--- config.mk ---
export PLATFORM = sky130hd
export DESIGN_NAME = blit_engine
export DESIGN_NICKNAME = d
export VERILOG_FILES = /design/src/rtl/tivi_pkg.sv /design/src/rtl/blit_engine.sv
export SDC_FILE = /design/constraint.sdc
export NUM_CORES = 1
export LEC_CHECK = 0
export BUFFER_PORTS_ARGS = -buffer_cell sky130_fd_sc_hd__buf_2
export CORE_AREA = 2 2 89 91
export CTS_BUF_LIST = sky130_fd_sc_hd__clkbuf_4 sky130_fd_sc_hd__clkbuf_8
export DETAILED_ROUTE_END_ITERATION = 8
export DIE_AREA = 0 0 91 93
export GPL_TIMING_DRIVEN = 1
export PLACE_DENSITY = 0.88
export SYNTH_ARGS = -nofsm -noshare
export SYNTH_HDL_FRONTEND = slang
export SYNTH_SLANG_ARGS = --single-unit
--- constraint.sdc ---
create_clock -name clk -period 2.1 [get_ports clk]
set_input_delay 0.63 -clock clk [delete_from_list [all_inputs] [get_ports clk]]
set_output_delay 0.63 -clock clk [all_outputs]
set_load 0.03 [all_outputs]
--- src/rtl/tivi_pkg.sv ---
// Shared definitions for the screen-RAM side of the video subsystem.
// Holds the RAM address width, blit opcodes and the blit engine state encoding.
package tivi_pkg;

  localparam int SCREEN_ADDR_W = 13;

  localparam logic BLIT_FILL = 1'b0;
  localparam logic BLIT_COPY = 1'b1;

  typedef enum logic [2:0] {
    ST_IDLE,
    ST_FILL,
    ST_RD,
    ST_WR,
    ST_FIN
  } blit_state_e;

endpackage

--- src/rtl/blit_engine.sv ---
// Screen-RAM fill/copy engine. CPU writes always own the RAM write port;
// engine writes are deferred around them, and COPY reads only happen in vblank.
module blit_engine
  import tivi_pkg::*;
#(
  parameter int ADDR_W = SCREEN_ADDR_W
) (
  input  logic              clk,
  input  logic              resetb,
  input  logic              cmd_valid,
  output logic              cmd_ready,
  input  logic              cmd_op,
  input  logic [ADDR_W-1:0] cmd_dst,
  input  logic [ADDR_W-1:0] cmd_src,
  input  logic [ADDR_W-1:0] cmd_len,
  input  logic [7:0]        cmd_value,
  input  logic              cpu_wen,
  input  logic [ADDR_W-1:0] cpu_addr,
  input  logic [7:0]        cpu_data,
  input  logic              vblank,
  output logic              rd_req,
  output logic [ADDR_W-1:0] ram_raddr,
  input  logic [7:0]        ram_rdata,
  output logic              ram_wen,
  output logic [ADDR_W-1:0] ram_waddr,
  output logic [7:0]        ram_wdata,
  output logic              busy,
  output logic              done
);

  blit_state_e       state_q, state_d;
  logic [ADDR_W-1:0] dst_q, dst_d;
  logic [ADDR_W-1:0] src_q, src_d;
  logic [ADDR_W-1:0] cnt_q, cnt_d;
  logic [7:0]        value_q, value_d;
  logic [7:0]        data_q, data_d;
  logic              first_q, first_d;

  always_ff @(posedge clk or negedge resetb) begin
    if (!resetb) begin
      state_q <= ST_IDLE;
      dst_q   <= '0;
      src_q   <= '0;
      cnt_q   <= '0;
      value_q <= '0;
      data_q  <= '0;
      first_q <= 1'b0;
    end else begin
      state_q <= state_d;
      dst_q   <= dst_d;
      src_q   <= src_d;
      cnt_q   <= cnt_d;
      value_q <= value_d;
      data_q  <= data_d;
      first_q <= first_d;
    end
  end

  always_comb begin
    state_d = state_q;
    dst_d   = dst_q;
    src_d   = src_q;
    cnt_d   = cnt_q;
    value_d = value_q;
    data_d  = data_q;
    first_d = first_q;
    unique case (state_q)
      ST_IDLE: begin
        if (cmd_valid) begin
          dst_d   = cmd_dst;
          src_d   = cmd_src;
          cnt_d   = cmd_len;
          value_d = cmd_value;
          if (cmd_len == '0)           state_d = ST_FIN;
          else if (cmd_op == BLIT_COPY) state_d = ST_RD;
          else                          state_d = ST_FILL;
        end
      end
      ST_FILL: begin
        if (!cpu_wen) begin
          dst_d = dst_q + ADDR_W'(1);
          cnt_d = cnt_q - ADDR_W'(1);
          if (cnt_q == ADDR_W'(1)) state_d = ST_FIN;
        end
      end
      ST_RD: begin
        if (vblank) begin
          state_d = ST_WR;
          first_d = 1'b1;
        end
      end
      ST_WR: begin
        // Read data is only valid on the first WR cycle; hold it across CPU stalls.
        if (first_q) begin
          data_d  = ram_rdata;
          first_d = 1'b0;
        end
        if (!cpu_wen) begin
          src_d   = src_q + ADDR_W'(1);
          dst_d   = dst_q + ADDR_W'(1);
          cnt_d   = cnt_q - ADDR_W'(1);
          state_d = (cnt_q == ADDR_W'(1)) ? ST_FIN : ST_RD;
        end
      end
      ST_FIN:  state_d = ST_IDLE;
      default: state_d = ST_IDLE;
    endcase
  end

  always_comb begin
    cmd_ready = (state_q == ST_IDLE);
    busy      = (state_q != ST_IDLE);
    done      = (state_q == ST_FIN);
    rd_req    = (state_q == ST_RD) && vblank;
    ram_raddr = rd_req ? src_q : '0;
    ram_wen   = 1'b0;
    ram_waddr = '0;
    ram_wdata = '0;
    if (cpu_wen) begin
      ram_wen   = 1'b1;
      ram_waddr = cpu_addr;
      ram_wdata = cpu_data;
    end else if (state_q == ST_FILL) begin
      ram_wen   = 1'b1;
      ram_waddr = dst_q;
      ram_wdata = value_q;
    end else if (state_q == ST_WR) begin
      ram_wen   = 1'b1;
      ram_waddr = dst_q;
      ram_wdata = first_q ? ram_rdata : data_q;
    end
  end

endmodule
==> summary.txt <==
Outcome
  – Status: finished, violations left
  – Failing checks: setup timing

Placement
  – GPL Wtd Cong: roughly 0.90
  – Post-Place Worst Slack: 0.004801 ns
  – Final HPWL DP: 7.436 mm
  – Buffers on Ports: 120

Yosys
  – Distinct cells, synth: 54
  – Yosys warns: 0
  – Avg Cell Area, Syn: between 8 and 9 um^2
  – Post-Synthesis Net Count: between 500 and 600
  – Yosys reg bits: between 50 and 60
  – Synth top area cells: dfrtp_1, nand2_1, o21ai_0
  – Syn Inst Count: ~460
  – Leading area contributor after synthesis: dfrtp_1
  – Post-synth EDFFs: 0
  – Sequential element share of the synthesized area: between 30% and 40%
  – Top FF cell, synth: dfrtp_1
  – Mapped cell area: slightly below 4000 um^2
  – Yosys top cell area share: approximately two fifths
  – Post-synth ARST share: 100.0%

Route
  – ANT nets after route: 0
  – DR iter-0 viols: about 220
  – WL final: between 10 and 15 mm
  – # DRC: 0
  – Vias per inst: between 5 and 6
  – DR WL/cell: ~16 um
  – DRT Pass-1 Iters: 5
  – DR vias: 4082

Die
  – Die Area: ~8500 um^2
  – Cell row count: 32
  – # IOs: roughly 120
  – Initial Util: approximately 51%
  – Die H: a little over 90 um
  – Die Width: ~91 um
  – Core ar.: 7527 um^2

Clock tree
  – Clock transition at path regs: approximately 0.070 ns
  – Clk_lat worst skew: 0.34 ns
  – Hold Buf Count CTS: 0
  – CTS tree: yes
  – Number of CTS-inserted buffers: 9
  – H-tree levels: 3
  – Root buffer cell: clkbuf_8
  – # clock sinks: 59
  – Max clock buf depth: 2

Pwr
  – Total power: 6.815 mW
  – Max VDD drop: slightly below 0.0008 V
  – Pleak: 2.370 nW
  – Pwr Density: approximately 1300 nW/um^2

Worst setup path
  – Crit-path max FO: 7
  – Critical Path End Type: output port
  – Worst Setup Path Type: reg -> out
  – Startpoint types: flip-flop
  – Arrival time at the worst endpoint: between 1.5 and 2 ns
  – Worst-path cell chain: buf_12 -> mux2i_1 -> nand2_1 -> o21ai_0 -> o21ai_2 -> buf_6
  – Crit-path slowest cell: dfrtp_2
  – Worst EP required: ~1.5 ns
  – Critical Path Max Stage Delay: around 0.50 ns

STA
  – Relative slew slack: approximately 73%
  – Clock skew: between 0.008 and 0.009 ns
  – Worst-Margin Slew: between 0.4 and 0.5 ns
  – Setup violations, final: 35
  – Max Slew Vio Count: 0
  – Final critical-path share of the clock period: 107.0%
  – Final Hold Vio Count: 0
  – Setup_tns: -1.714 ns
  – Final critical-path required period: between 2 and 2.5 ns
  – Peak Freq: between 0.4 and 0.5 GHz
  – Unrepaired setup endpoints after global routing: true
  – Setup ws final: -0.1477 ns

Run
  – Max Cap Viol: 0

Final layout
  – Nets: roughly 670
  – Layout cells sized above 1: approximately 40%
  – Layout area overhead: 37.77%
  – N_diodes: 0

GRT
  – Initial antenna violation count: 0
  – Largest net degree at the start of global routing: 60
  – All-Layer GR Usage: about 26%
  – Global route overflow: 0
  – Vias in the first global route: approximately 3.8k
  – First-pass GRT wire length: between 15 and 20 mm

Hold path
  – Worst hold path type: in -> async
==> final timing paths <==
kind | start | endpoint | slack (ns) | depth (start not counted)
max | first_q | ram_wdata[0] | -0.15 | 6
max reg2reg | cnt_q[0] | cnt_q[12] | 0.22 | 6
min reg2reg | value_q[1] | value_q[1] | 0.51 | 1
min in group clk | value_q[1] | value_q[1] | 0.51 | 1
max in group asynchronous | resetb | first_q | 1.53 | 2
min | resetb | src_q[7] | 0.29 | 2
==> metrics by stage <==
step	cells	util, %	hold WS, ns	instance area [um^2]
3_5_place_dp	660	61.42	0.4925	4623
6_report	688	70.58	0.2897	5313
3_3_place_gp	660	61.42	0.4848	4623
2_1_floorplan	458	-	0.3344	3881
4_1_cts	687	69.07	0.2952	5199
5_1_grt	688	70.58	0.3147	5313
==> critical path: cells and delay by family, from the launching register on <==
family                 cells  cell delay (ns)
multiplexers               1             0.10
AO/OA/AOI/OAI              2             0.29
AND/OR/NAND/NOR            1             0.07
buffers and inverters      2             0.32
flip-flops                 1             0.50
==> repair_timing <==
action / 4_1_cts / 5_1_grt
endpoints found under the setup margin: 37 / 38
gates cloned: 2 / 0
setup buffers: 9 / 3
gates resized for setup: 94 / 35
pin swaps: 8 / 12
==> cells in the final DEF, fill, tap and decap left out, drive strengths merged, types with 3 or more instances in the layout <==
cell type	netlist	layout
a22oi	4	4
or4	3	3
mux2	16	16
nand4	7	7
o32ai	3	3
nand3	16	16
o211ai	4	4
o22a	4	4
and3	17	17
inv	7	9
a21o	3	3
a31oi	5	5
dfrtp	59	59
mux2i	10	10
nor4	4	4
nor3b	5	5
and2	6	6
buf	20	146
o2bb2ai	4	4
nor3	7	7
clkinv	0	3
ha	4	4
clkbuf	15	9
nand2b	5	5
a21oi	42	42
nor2	9	9
o21ai	57	57
or3b	3	3
a2bb2oi	11	11
nand2	77	77
and4	4	4
o22ai	13	13
==> registers in the layout, indices dropped and copies added, names as in the netlist <==
register  cells
first_q       1
cnt_q        13
state_q       3
value_q       8
src_q        13
data_q        8
dst_q        13
==> Yosys cell counts (2+ instances only) <==
cell type / count
o22a_1: 4
o22ai_1: 13
or3_1: 2
o2bb2ai_1: 4
a22oi_1: 4
nand3_1: 16
o32ai_1: 3
o31a_1: 2
a31oi_1: 5
or4_1: 2
ha_1: 4
o21ai_0: 50
o211ai_1: 4
dfrtp_1: 59
nor3_1: 7
and2_1: 6
a21oi_1: 39
buf_2: 14
a2bb2oi_1: 9
nand2b_1: 5
a2bb2oi_2: 2
o21ai_1: 7
nand2_1: 77
buf_1: 3
a21o_1: 3
mux2_2: 16
nor2_1: 8
a32oi_1: 2
clkbuf_1: 14
mux2i_1: 10
and3_1: 17
nor4_1: 2
or3b_2: 2
inv_1: 7
and4_1: 4
nand4_1: 7
buf_6: 2
nor3b_1: 5
a21oi_2: 3
==> final cells by class <==
| class | count | area (um^2) |
|---|---|---|
| multi-input combinational | 357 | 2347 |
| tap | 102 | 127.6 |
| fill | 563 | 2215 |
| clock buffer | 9 | 123.9 |
| clock inverter | 7 | 100.1 |
| inverter | 7 | 26.28 |
| timing repair buffer | 147 | 1107 |
| sequential | 59 | 1480 |
==> routing by layer <==
layer | vias to the layer above | share of wire (%) | GRT usage, %
li1 | 1942 | - | -
met1 | 1888 | 41 | 33.40
met2 | 223 | 49 | 45.80
met3 | 29 | 7.9 | 3.626
met4 | 0 | 1.8 | 7.323
met5 | - | 0 | 0
==> kinds of logic after synthesis <==
| group | Yosys count | synth area share (%) |
|---|---|---|
| DFF | 59 | 38.29 |
| buffers and inverters | 42 | 5.062 |
| adders and majority gates | 4 | 1.298 |
| and+or+nand+nor | 169 | 22.71 |
| muxes | 26 | 7.268 |
| AOI/OAI and AO/OA | 158 | 25.37 |
==> power by group <==
part	switching, mW	internal, mW
registers	0.598	1.68
logic	1.82	1.54
clock network	0.497	0.678
total	2.91	3.90
Power figures use the tool's default switching activity.
